**src/rtl/bd_wrapper_pkg.sv**
```systemverilog
// Shared definitions for the AXI4-Stream example design core:
// response codes, register map offsets and the stream generator state type.
package bd_wrapper_pkg;

  localparam logic [1:0] RESP_OKAY   = 2'b00;
  localparam logic [1:0] RESP_EXOKAY = 2'b01;

  localparam logic [3:0] REG0_OFFSET = 4'h0;
  localparam logic [3:0] REG1_OFFSET = 4'h4;
  localparam logic [3:0] REG2_OFFSET = 4'h8;
  localparam logic [3:0] REG3_OFFSET = 4'hC;

  typedef enum logic [1:0] {
    IDLE,
    INIT_COUNTER,
    SEND_STREAM,
    DONE
  } streamState_t;

  // Word index within the bank; byte addresses above 0xC alias onto it.
  function automatic logic [1:0] regIndex(input logic [3:0] byteAddr);
    return byteAddr[3:2];
  endfunction

endpackage

```
**src/rtl/bd_wrapper_axil_reg_bank.sv**
```systemverilog
// AXI4-Lite slave with four 32-bit byte-writable registers.
// Write and read channels operate independently; every response is OKAY.
module axil_reg_bank
  import bd_wrapper_pkg::*;
#(
  parameter int unsigned C_S_AXI_DATA_WIDTH = 32,
  parameter int unsigned C_S_AXI_ADDR_WIDTH = 4
) (
  input  logic                              ACLK,
  input  logic                              ARESETN,
  input  logic [C_S_AXI_ADDR_WIDTH-1:0]     S_AXI_AWADDR,
  input  logic                              S_AXI_AWVALID,
  output logic                              S_AXI_AWREADY,
  input  logic [C_S_AXI_DATA_WIDTH-1:0]     S_AXI_WDATA,
  input  logic [(C_S_AXI_DATA_WIDTH/8)-1:0] S_AXI_WSTRB,
  input  logic                              S_AXI_WVALID,
  output logic                              S_AXI_WREADY,
  output logic [1:0]                        S_AXI_BRESP,
  output logic                              S_AXI_BVALID,
  input  logic                              S_AXI_BREADY,
  input  logic [C_S_AXI_ADDR_WIDTH-1:0]     S_AXI_ARADDR,
  input  logic                              S_AXI_ARVALID,
  output logic                              S_AXI_ARREADY,
  output logic [C_S_AXI_DATA_WIDTH-1:0]     S_AXI_RDATA,
  output logic [1:0]                        S_AXI_RRESP,
  output logic                              S_AXI_RVALID,
  input  logic                              S_AXI_RREADY
);

  localparam int unsigned STRB_W = C_S_AXI_DATA_WIDTH / 8;

  logic [C_S_AXI_DATA_WIDTH-1:0] regs [4];
  logic [C_S_AXI_DATA_WIDTH-1:0] wrMask;
  logic [C_S_AXI_DATA_WIDTH-1:0] rdMux;
  logic                          awReady;
  logic                          wReady;
  logic                          bValid;
  logic                          arReady;
  logic                          rValid;
  logic [C_S_AXI_DATA_WIDTH-1:0] rData;
  logic                          wrFire;
  logic                          rdFire;
  logic [1:0]                    wrIdx;

  for (genvar b = 0; b < STRB_W; b++) begin : gLane
    assign wrMask[b*8 +: 8] = {8{S_AXI_WSTRB[b]}};
  end

  assign wrFire = awReady && wReady && S_AXI_AWVALID && S_AXI_WVALID;
  assign rdFire = arReady && S_AXI_ARVALID;
  assign wrIdx  = regIndex(S_AXI_AWADDR[3:0]);

  always_comb begin
    rdMux = '0;
    case ({regIndex(S_AXI_ARADDR[3:0]), 2'b00})
      REG0_OFFSET: rdMux = regs[0];
      REG1_OFFSET: rdMux = regs[1];
      REG2_OFFSET: rdMux = regs[2];
      REG3_OFFSET: rdMux = regs[3];
      default:     rdMux = '0;
    endcase
  end

  // Ready pulses are one cycle wide: the "!awReady" term drops them on the handshake edge.
  always_ff @(posedge ACLK or negedge ARESETN) begin
    if (!ARESETN) begin
      awReady <= 1'b0;
      wReady  <= 1'b0;
      bValid  <= 1'b0;
      regs    <= '{default: '0};
    end else begin
      awReady <= !awReady && S_AXI_AWVALID && S_AXI_WVALID && !bValid;
      wReady  <= !awReady && S_AXI_AWVALID && S_AXI_WVALID && !bValid;
      if (wrFire) begin
        regs[wrIdx] <= (regs[wrIdx] & ~wrMask) | (S_AXI_WDATA & wrMask);
        bValid      <= 1'b1;
      end else if (S_AXI_BREADY) begin
        bValid <= 1'b0;
      end
    end
  end

  always_ff @(posedge ACLK or negedge ARESETN) begin
    if (!ARESETN) begin
      arReady <= 1'b0;
      rValid  <= 1'b0;
      rData   <= '0;
    end else begin
      arReady <= !arReady && S_AXI_ARVALID && !rValid;
      if (rdFire) begin
        rValid <= 1'b1;
        rData  <= rdMux;
      end else if (S_AXI_RREADY) begin
        rValid <= 1'b0;
      end
    end
  end

  assign S_AXI_AWREADY = awReady;
  assign S_AXI_WREADY  = wReady;
  assign S_AXI_BVALID  = bValid;
  assign S_AXI_BRESP   = RESP_OKAY;
  assign S_AXI_ARREADY = arReady;
  assign S_AXI_RVALID  = rValid;
  assign S_AXI_RDATA   = rData;
  assign S_AXI_RRESP   = RESP_OKAY;

endmodule

```
**src/rtl/bd_wrapper.sv**
```systemverilog
// User processing core: AXI4-Lite register bank plus an AXI4-Stream master that
// emits one fixed 8-word packet (0x1..0x8) a fixed delay after reset release.
module bd_wrapper
  import bd_wrapper_pkg::*;
#(
  parameter int unsigned C_S_AXI_DATA_WIDTH   = 32,
  parameter int unsigned C_S_AXI_ADDR_WIDTH   = 4,
  parameter int unsigned C_M_AXIS_TDATA_WIDTH = 32,
  parameter int unsigned C_M_START_COUNT      = 32,
  parameter int unsigned C_NUM_WORDS          = 8
) (
  input  logic                                ACLK,
  input  logic                                ARESETN,
  input  logic [C_S_AXI_ADDR_WIDTH-1:0]       S_AXI_AWADDR,
  input  logic [2:0]                          S_AXI_AWPROT,
  input  logic                                S_AXI_AWVALID,
  output logic                                S_AXI_AWREADY,
  input  logic [C_S_AXI_DATA_WIDTH-1:0]       S_AXI_WDATA,
  input  logic [(C_S_AXI_DATA_WIDTH/8)-1:0]   S_AXI_WSTRB,
  input  logic                                S_AXI_WVALID,
  output logic                                S_AXI_WREADY,
  output logic [1:0]                          S_AXI_BRESP,
  output logic                                S_AXI_BVALID,
  input  logic                                S_AXI_BREADY,
  input  logic [C_S_AXI_ADDR_WIDTH-1:0]       S_AXI_ARADDR,
  input  logic [2:0]                          S_AXI_ARPROT,
  input  logic                                S_AXI_ARVALID,
  output logic                                S_AXI_ARREADY,
  output logic [C_S_AXI_DATA_WIDTH-1:0]       S_AXI_RDATA,
  output logic [1:0]                          S_AXI_RRESP,
  output logic                                S_AXI_RVALID,
  input  logic                                S_AXI_RREADY,
  output logic                                M_AXIS_TVALID,
  output logic [C_M_AXIS_TDATA_WIDTH-1:0]     M_AXIS_TDATA,
  output logic [(C_M_AXIS_TDATA_WIDTH/8)-1:0] M_AXIS_TSTRB,
  output logic                                M_AXIS_TLAST,
  input  logic                                M_AXIS_TREADY
);

  localparam int unsigned CNT_W  = $clog2(C_M_START_COUNT + 1);
  localparam int unsigned WORD_W = $clog2(C_NUM_WORDS);

  streamState_t      state;
  streamState_t      stateNext;
  logic [CNT_W-1:0]  startCnt;
  logic [CNT_W-1:0]  startCntNext;
  logic [WORD_W-1:0] wordIdx;
  logic [WORD_W-1:0] wordIdxNext;
  logic              lastWord;
  logic              unusedProt;

  assign unusedProt = ^{S_AXI_AWPROT, S_AXI_ARPROT};

  axil_reg_bank #(
    .C_S_AXI_DATA_WIDTH (C_S_AXI_DATA_WIDTH),
    .C_S_AXI_ADDR_WIDTH (C_S_AXI_ADDR_WIDTH)
  ) uRegBank (
    .ACLK          (ACLK),
    .ARESETN       (ARESETN),
    .S_AXI_AWADDR  (S_AXI_AWADDR),
    .S_AXI_AWVALID (S_AXI_AWVALID),
    .S_AXI_AWREADY (S_AXI_AWREADY),
    .S_AXI_WDATA   (S_AXI_WDATA),
    .S_AXI_WSTRB   (S_AXI_WSTRB),
    .S_AXI_WVALID  (S_AXI_WVALID),
    .S_AXI_WREADY  (S_AXI_WREADY),
    .S_AXI_BRESP   (S_AXI_BRESP),
    .S_AXI_BVALID  (S_AXI_BVALID),
    .S_AXI_BREADY  (S_AXI_BREADY),
    .S_AXI_ARADDR  (S_AXI_ARADDR),
    .S_AXI_ARVALID (S_AXI_ARVALID),
    .S_AXI_ARREADY (S_AXI_ARREADY),
    .S_AXI_RDATA   (S_AXI_RDATA),
    .S_AXI_RRESP   (S_AXI_RRESP),
    .S_AXI_RVALID  (S_AXI_RVALID),
    .S_AXI_RREADY  (S_AXI_RREADY)
  );

  assign lastWord = (wordIdx == WORD_W'(C_NUM_WORDS - 1));

  always_ff @(posedge ACLK or negedge ARESETN) begin
    if (!ARESETN) begin
      state    <= IDLE;
      startCnt <= '0;
      wordIdx  <= '0;
    end else begin
      state    <= stateNext;
      startCnt <= startCntNext;
      wordIdx  <= wordIdxNext;
    end
  end

  always_comb begin
    stateNext    = state;
    startCntNext = startCnt;
    wordIdxNext  = wordIdx;
    case (state)
      IDLE: begin
        startCntNext = '0;
        wordIdxNext  = '0;
        stateNext    = INIT_COUNTER;
      end
      INIT_COUNTER: begin
        if (startCnt == CNT_W'(C_M_START_COUNT - 1)) begin
          startCntNext = '0;
          stateNext    = SEND_STREAM;
        end else begin
          startCntNext = startCnt + CNT_W'(1);
        end
      end
      SEND_STREAM: begin
        if (M_AXIS_TREADY) begin
          if (lastWord) begin
            stateNext = DONE;
          end else begin
            wordIdxNext = wordIdx + WORD_W'(1);
          end
        end
      end
      DONE:    stateNext = DONE;
      default: stateNext = IDLE;
    endcase
  end

  assign M_AXIS_TVALID = (state == SEND_STREAM);
  assign M_AXIS_TLAST  = (state == SEND_STREAM) && lastWord;
  assign M_AXIS_TDATA  = C_M_AXIS_TDATA_WIDTH'(wordIdx) + C_M_AXIS_TDATA_WIDTH'(1);
  assign M_AXIS_TSTRB  = '1;

endmodule

```
**config.mk**
```make
export PLATFORM = sky130hd
export DESIGN_NAME = bd_wrapper
export DESIGN_NICKNAME = d
export VERILOG_FILES = /design/src/rtl/bd_wrapper_pkg.sv /design/src/rtl/bd_wrapper_axil_reg_bank.sv /design/src/rtl/bd_wrapper.sv
export SDC_FILE = /design/constraint.sdc
export NUM_CORES = 1
export LEC_CHECK = 0
export BUFFER_PORTS_ARGS = -buffer_cell sky130_fd_sc_hd__buf_2
export CORE_ASPECT_RATIO = 0.5
export CORE_MARGIN = 4
export CORE_UTILIZATION = 60
export CTS_BUF_LIST = sky130_fd_sc_hd__clkbuf_16
export DETAILED_ROUTE_END_ITERATION = 7
export PLACE_DENSITY_LB_ADDON = 0.2
export SETUP_SLACK_MARGIN = 0.02
export SYNTH_ARGS = -nofsm -noshare
export SYNTH_HDL_FRONTEND = slang
export SYNTH_HIERARCHICAL = 1
export SYNTH_SLANG_ARGS = --single-unit
```
**constraint.sdc**
```tcl
create_clock -name ACLK -period 3.1 [get_ports ACLK]
set_clock_uncertainty 0.2 [all_clocks]
set_input_delay 0.155 -clock ACLK [delete_from_list [all_inputs] [get_ports ACLK]]
set_output_delay 0.155 -clock ACLK [all_outputs]
set_load 0.02 [all_outputs]
```
==> results of run 1 <==
-- through the flow --
step | power [mW] | util | hold WS [ns] | area, µm² | cells
detailed placement | 4.05 | 0.661 | -0.0967 | 9180 | 1001
global placement | 3.99 | 0.661 | -0.0938 | 9180 | 1001
finish | 6.13 | 0.730 | 0.0108 | 10100 | 1073
floorplan | 3.68 | - | -0.341 | 8840 | 786
CTS | 6.15 | 0.730 | 0.00317 | 10100 | 1073
global route | 6.41 | 0.730 | 0.0208 | 10100 | 1073
-- tightest hold or removal path: cells and delay by family --
kind | cells | cell delay (ns)
multiplexers | 1 | 0.15
AND/OR/NAND/NOR | 1 | 0.11
buffers and inverters | 1 | 0.17
-- cell type report --
type                    count  area (µm²)  area share
inverters                  55         206      0.0204
clock buffers              17         425      0.0420
clock inverters            15         138      0.0136
repair buffers            143         982      0.0969
multi-input cells         476        3770       0.372
well taps                 192         240      0.0237
flip-flops and latches    175        4380       0.432
-- cell families (layout without fill, tap and decap cells) --
group / Yosys count / in the layout / share of synthesized area
multiplexers: 156 / 156 / 0.191
flip-flops: 175 / 175 / 0.502
adder cells (fa/ha/maj): 3 / 3 / 0.00431
AND/OR/NAND/NOR: 128 / 128 / 0.0811
buffers and inverters: 135 / 230 / 0.0795
other: 3 / 36 / 0.00129
AO/OA/AOI/OAI: 153 / 153 / 0.140
-- power by group through the flow --
stage / clock, mW / sequential, mW / combinational, mW
2_1_floorplan: 0 / 3.03 / 0.652
3_3_place_gp: 0 / 2.92 / 1.07
3_5_place_dp: 0 / 2.94 / 1.10
4_1_cts: 2.09 / 2.91 / 1.15
5_1_grt: 2.19 / 2.96 / 1.26
6_report: 2.07 / 2.91 / 1.15
-- registers in the layout, indices dropped and copies added, names as in the netlist --
register and count:
uRegBank/regs 128, uRegBank/S_AXI_ARREADY 1, startCnt 6, uRegBank/S_AXI_WREADY 1, uRegBank/S_AXI_RVALID 1, state 2, wordIdx 3, uRegBank/S_AXI_BVALID 1
uRegBank/S_AXI_RDATA 32
-- cell usage after synthesis (2+ instances only) --
library cell  instances  share of area
nor2_1               16         0.0069
mux2_2               78           0.10
o21ai_1               4         0.0023
buf_4                39          0.034
mux2i_1              76          0.087
buf_6                 3         0.0039
a22oi_1               3         0.0026
a21oi_1               7         0.0040
clkbuf_1             24          0.010
o221ai_1             32          0.032
ha_1                  3         0.0043
o21ai_0               3         0.0017
nand2b_1              7         0.0050
conb_1                3         0.0013
nand2_1              46          0.020
a21o_1               49          0.042
nand3_1               4         0.0023
buf_2                14         0.0080
nor2_2                5         0.0036
a2111oi_0            47          0.047
mux2_4                2         0.0034
nor2b_1              34          0.024
inv_1                54          0.023
dfrtp_1             175           0.50
-- routing by layer --
metal	global-route usage	part of all wire	vias to the layer above
met5	0	0	-
met4	0.0747	0.0095	0
met3	0.0424	0.048	18
met2	0.422	0.49	177
met1	0.334	0.45	3219
li1	-	-	2877
-- how the worst max path moves through the flow --
| stage | startpoint | endpoint | slack, ns | cells past startpoint |
|---|---|---|---|---|
| after floorplan | uRegBank/S_AXI_WREADY$_DFF_PN0_ | uRegBank/regs[16]$_DFFE_PN0P_ | 1.27 | 4 |
| after detailed placement | uRegBank/S_AXI_WREADY$_DFF_PN0_ | uRegBank/regs[22]$_DFFE_PN0P_ | 0.84 | 3 |
| after CTS | uRegBank/S_AXI_WREADY$_DFF_PN0_ | uRegBank/regs[28]$_DFFE_PN0P_ | 0.83 | 3 |
| after global routing | uRegBank/S_AXI_WREADY$_DFF_PN0_ | uRegBank/regs[28]$_DFFE_PN0P_ | 0.71 | 3 |
| after global placement | uRegBank/S_AXI_WREADY$_DFF_PN0_ | uRegBank/regs[28]$_DFFE_PN0P_ | 0.91 | 3 |
| final | uRegBank/S_AXI_WREADY$_DFF_PN0_ | uRegBank/regs[28]$_DFFE_PN0P_ | 0.80 | 3 |
-- what timing repair did --
action                                  4_1_cts  5_1_grt
endpoints found under the hold margin       245        0
hold buffers                                 40        0
endpoints found under the setup margin        0        0
==> flow_summary_export.csv, run 1 <==
group,metric,value,unit
final_layout,drive_gt1_frac,0.259,
min_path,hold_path_end,"uRegBank/regs[34]$_DFFE_PN0P_",
power,p_seq_frac,0.475,
cts,post-cts-setup-buffer-count,0,
cts,cts_resized,0,
power,internal_power,4.29,mW
floorplan,row_count,30,
global_routing,grt_pass1_vias,6523,
run,maxCapViolCount,0,
outcome,outcome,"completed",
floorplan,ios,137,
timing,worstMarginPinSlew,0.844,ns
worst_setup_path,start_kind,"flop",
final_layout,area_growth,16.3,%
global_routing,antenna_found_initial,0,
drt,drt-total-wl,20200,µm
power,switching_share,0.300,
yosys,syn_inst,753,
min_path,worstHoldPathCells,3,
floorplan,die_h,93.2,µm
worst_setup_path,crit_buf_inv,0,
placement,place_ws,0.844,ns
worst_setup_path,critical_path_required,3.19,ns
floorplan,start_util,0.628,
drt,drc,0,
timing,fin_crit,2.30,ns
drt,dr.pass1.iters,5,
yosys,ys_ff_latch,175,
timing,max-slew-margin-rel,0.437,
worst_setup_path,rr_worst_depth,3,
worst_setup_path,worst-path-max-fanout,26,
final_layout,final_nets,929,
placement,dp_hpwl,12500,µm
cts,cts_buffers,17,
drt,vias,6291,
worst_setup_path,worst_ep_arrival_time,2.39,ns
worst_setup_path,crit_path_max_incr_delay,0.63,ns
timing,min_period_over_period,0.741,
cts,htreeDepth,4,
drt,ant_nets,0,
timing,fin_setup_tns,0,ns
worst_setup_path,r2r-start,"uRegBank/S_AXI_WREADY$_DFF_PN0_",
yosys,ys.flop_type,"dfrtp_1",
min_path,hold_path_class,"primary input to flop",
worst_setup_path,cp_slowest_cell,"or2_1",
worst_setup_path,worst-r2r-setup-slack,0.80,ns
cts,insertion_delay,0.42,ns
cts,clockBufferDepth,2,
cts,root_buffer,"clkbuf_16",
floorplan,die-area,0.0166,mm²
yosys,synthArstFlopShare,1.00,
power,pwr-share-clk,0.338,
drt,routed_via_density,5.86,
worst_setup_path,crit_path_end_kind,"flop",
final_layout,diodes,0,
global_routing,gr-total-overflow,0,
drt,first_iter_violations,492,
global_routing,grt_pass1_wl,33100,µm
timing,drv_slew,0,
cts,clkTransAtPathRegs,0.07,ns
placement,place_congestion,0.763,
floorplan,die_x,178,µm
worst_setup_path,crit_chain,"nand4_4, or2_1, mux2_4",
power,p_sw,1.84,mW
yosys,ys_types,49,
yosys,yosys_warnings,6,
final_layout,fillCellCount,949,
worst_setup_path,path_delay_family,"simple AND/OR/NAND/NOR gates",
yosys,syn-cell-area,0.00872,mm²
yosys,synth_edf_count,0,
cts,cts_tree,"done",
cts,clock_sinks,175,
yosys,syn_avg_cell_area,11.6,µm²
power,combPwrFrac,0.187,
floorplan,core,0.0139,mm²
final_layout,layout_common_cells,"dfrtp_1, buf_2, mux2_2, mux2i_1, inv_1",
yosys,ys_seq_area_frac,0.502,
power,power.leakage,5.17,nW
global_routing,grt_usage,0.250,
worst_setup_path,r2r-end,"uRegBank/regs[28]$_DFFE_PN0P_",
power,pwr_density_cell,605,mW/mm²
min_path,worstHoldStart,"S_AXI_WSTRB[0]",
timing,worst_slack,0.803,ns
placement,portBuffers,90,
timing,rsz0062_at_grt,"no",
global_routing,grt_max_degree,65,
timing,fmax,0.435,GHz
timing,setup_viol,0,
worst_setup_path,worstSetupPathType,"flop to flop",
power,ir_drop,0.384,mV
timing,hold_violations,0,
drt,wl_per_cell,18.8,µm
final_layout,final_common_cell,"dfrtp_1",
Note: power is estimated with default switching activity, not from simulation.
==> run 2: changes to the inputs <==
--- a/config.mk
+++ b/config.mk
@@ -8,7 +8,7 @@
 export BUFFER_PORTS_ARGS = -buffer_cell sky130_fd_sc_hd__buf_2
 export CORE_ASPECT_RATIO = 0.5
 export CORE_MARGIN = 4
-export CORE_UTILIZATION = 60
+export CORE_UTILIZATION = 52
 export CTS_BUF_LIST = sky130_fd_sc_hd__clkbuf_16
 export DETAILED_ROUTE_END_ITERATION = 7
 export PLACE_DENSITY_LB_ADDON = 0.2
==> constraint.sdc (replaced) <==
create_clock -name ACLK -period 2.04 [get_ports ACLK]
set_clock_uncertainty 0.2 [all_clocks]
set_input_delay 0.102 -clock ACLK [delete_from_list [all_inputs] [get_ports ACLK]]
set_output_delay 0.102 -clock ACLK [all_outputs]
set_load 0.02 [all_outputs]
==> run 2 against run 1 <==
  * Cell area is 2.1% higher
  * Global-route usage is 2.8 points lower
  * Wire length is 1.1% higher
==> flow_summary_export.csv, run 2 (synthesized netlist as in run 1, its figures left out) <==
group,metric,value,unit
timing,rsz0062_at_grt,"no",
timing,fin_crit,1.93,ns
timing,drv_slew,0,
placement,dpl_cell_area,0.00939,mm²
drt,dr.pass1.iters,4,
power,combPwrFrac,0.191,
floorplan,ios,137,
floorplan,start_util,0.532,
final_layout,final_nets,945,
final_layout,fillCellCount,1310,
worst_setup_path,worst_ep_arrival_time,2.04,ns
power,power.leakage,5.27,nW
global_routing,grt_pass1_wl,33400,µm
power,pwr_density_cell,889,mW/mm²
worst_setup_path,start_kind,"primary input",
cts,cts_tree,"done",
timing,fin_setup_tns,0,ns
power,internal_power,6.42,mW
power,fin_total_pwr,9.20,mW
drt,wl_per_cell,18.1,µm
cts,cts_buffers,17,
worst_setup_path,crit_path_end_kind,"flop",
timing,setup_viol,0,
drt,first_iter_violations,381,
drt,drc,0,
floorplan,die_x,191,µm
final_layout,largest_register_ffs,128,
cts,insertion_delay,0.43,ns
timing,worstMarginPinSlew,0.844,ns
cts,clock_sinks,175,
cts,htreeDepth,4,
power,p_seq_frac,0.480,
min_path,hold_path_class,"primary input to asynchronous set/reset pin",
worst_setup_path,worstSetupPathType,"primary input to flop",
run,maxCapViolCount,0,
final_layout,utilization,0.632,
worst_setup_path,rr_worst_depth,4,
global_routing,antenna_found_initial,0,
cts,clkTransAtPathRegs,0.07,ns
cts,post-cts-setup-buffer-count,0,
final_layout,diodes,0,
drt,drt-total-wl,20400,µm
global_routing,gr-total-overflow,0,
worst_setup_path,worst-r2r-setup-slack,0.13,ns
timing,hold_violations,0,
global_routing,grt_max_degree,57,
drt,vias,6190,
cts,root_buffer,"clkbuf_16",
final_layout,area_growth,18.8,%
final_layout,largest-register,"uRegBank/regs",
drt,ant_nets,0,
power,switching_share,0.302,
cts,clockBufferDepth,2,
final_layout,final_common_cell,"dfrtp_1",
worst_setup_path,worst-path-max-fanout,12,
floorplan,die_h,99.6,µm
timing,max-slew-margin-rel,0.437,
final_layout,final_area,0.0104,mm²
floorplan,row_count,33,
floorplan,core,0.0164,mm²
final_layout,layout_common_cells,"dfrtp_1, buf_2, mux2_2, mux2i_1, inv_1",
outcome,outcome,"completed",
placement,portBuffers,90,
final_layout,drive_gt1_frac,0.270,
drt,routed_via_density,5.51,
worst_setup_path,critical_path_required,2.15,ns
power,p_sw,2.78,mW
global_routing,grt_pass1_vias,6440,
placement,place_congestion,0.785,
placement,dp_hpwl,13000,µm
worst_setup_path,r2r-end,"uRegBank/regs[44]$_DFFE_PN0P_",
power,ir_drop,0.631,mV
worst_setup_path,r2r-start,"uRegBank/S_AXI_WREADY$_DFF_PN0_",
floorplan,die-area,0.0190,mm²
global_routing,grt_usage,0.222,
power,pwr-share-clk,0.329,
timing,min_period_over_period,0.945,
timing,fmax,0.519,GHz
## run 2: cell type report
class                      count  area (µm²)  share of cell area
tap                          227         284              0.0274
inverter                      55         206              0.0199
multi-input combinational    476        3770               0.364
clock buffer                  17         425              0.0411
clock inverter                15         115              0.0111
timing repair buffer         159        1170               0.113
sequential                   175        4380               0.423
## run 2: power by group through the flow
stage | Combinational (mW) | Clock (mW) | Sequential [mW]
finish | 1.76 | 3.02 | 4.42
global placement | 1.66 | 0 | 4.44
floorplan | 0.991 | 0 | 4.61
global route | 1.94 | 3.26 | 4.48
detailed placement | 1.70 | 0 | 4.47
CTS | 1.77 | 3.10 | 4.41
## run 2: stage by stage
| step | cells | hold slack, ns | worst slack (ns) |
|---|---|---|---|
| global placement | 1050 | -0.0861 | 0.171 |
| finish | 1124 | 0.0165 | 0.112 |
| detailed placement | 1050 | -0.0874 | 0.127 |
| CTS | 1124 | 0.0179 | 0.110 |
| floorplan | 786 | -0.394 | 0.213 |
| global route | 1124 | 0.0423 | 0.0319 |
## run 2: worst max path at each step
stage                                          endpoint  cells past startpoint                             from  slack, ns
after floorplan           uRegBank/regs[16]$_DFFE_PN0P_                      4  uRegBank/S_AXI_WREADY$_DFF_PN0_       0.21
after global placement    uRegBank/regs[25]$_DFFE_PN0P_                      4  uRegBank/S_AXI_WREADY$_DFF_PN0_       0.17
after detailed placement  uRegBank/regs[25]$_DFFE_PN0P_                      4  uRegBank/S_AXI_WREADY$_DFF_PN0_       0.13
after CTS                 uRegBank/regs[25]$_DFFE_PN0P_                      4  uRegBank/S_AXI_WREADY$_DFF_PN0_       0.11
after global routing                       M_AXIS_TLAST                      4             state[1]$_DFFE_PN0P_       0.03
final                      uRegBank/regs[2]$_DFFE_PN0P_                      5                  S_AXI_AWADDR[3]       0.11
## run 2: repair_timing
action / 4_1_cts / 5_1_grt
endpoints found under the hold margin: 299 / 0
resized for setup: 0 / 1
hold buffers: 42 / 0
endpoints found under the setup margin: 0 / 1
## run 2: per-layer routing
| layer | track usage | part of all wire | up-vias |
|---|---|---|---|
| met2 | 0.369 | 0.48 | 143 |
| met3 | 0.0466 | 0.044 | 29 |
| li1 | - | - | 2907 |
| met5 | 0 | 0 | - |
| met1 | 0.295 | 0.46 | 3111 |
| met4 | 0.0728 | 0.018 | 0 |
## run 2: critical path: stages
cell and delay (ns):
dlygate4sd3_1 0.53, buf_2 0.20, inv_2 0.23, or2_1 0.57
mux2_2 0.41
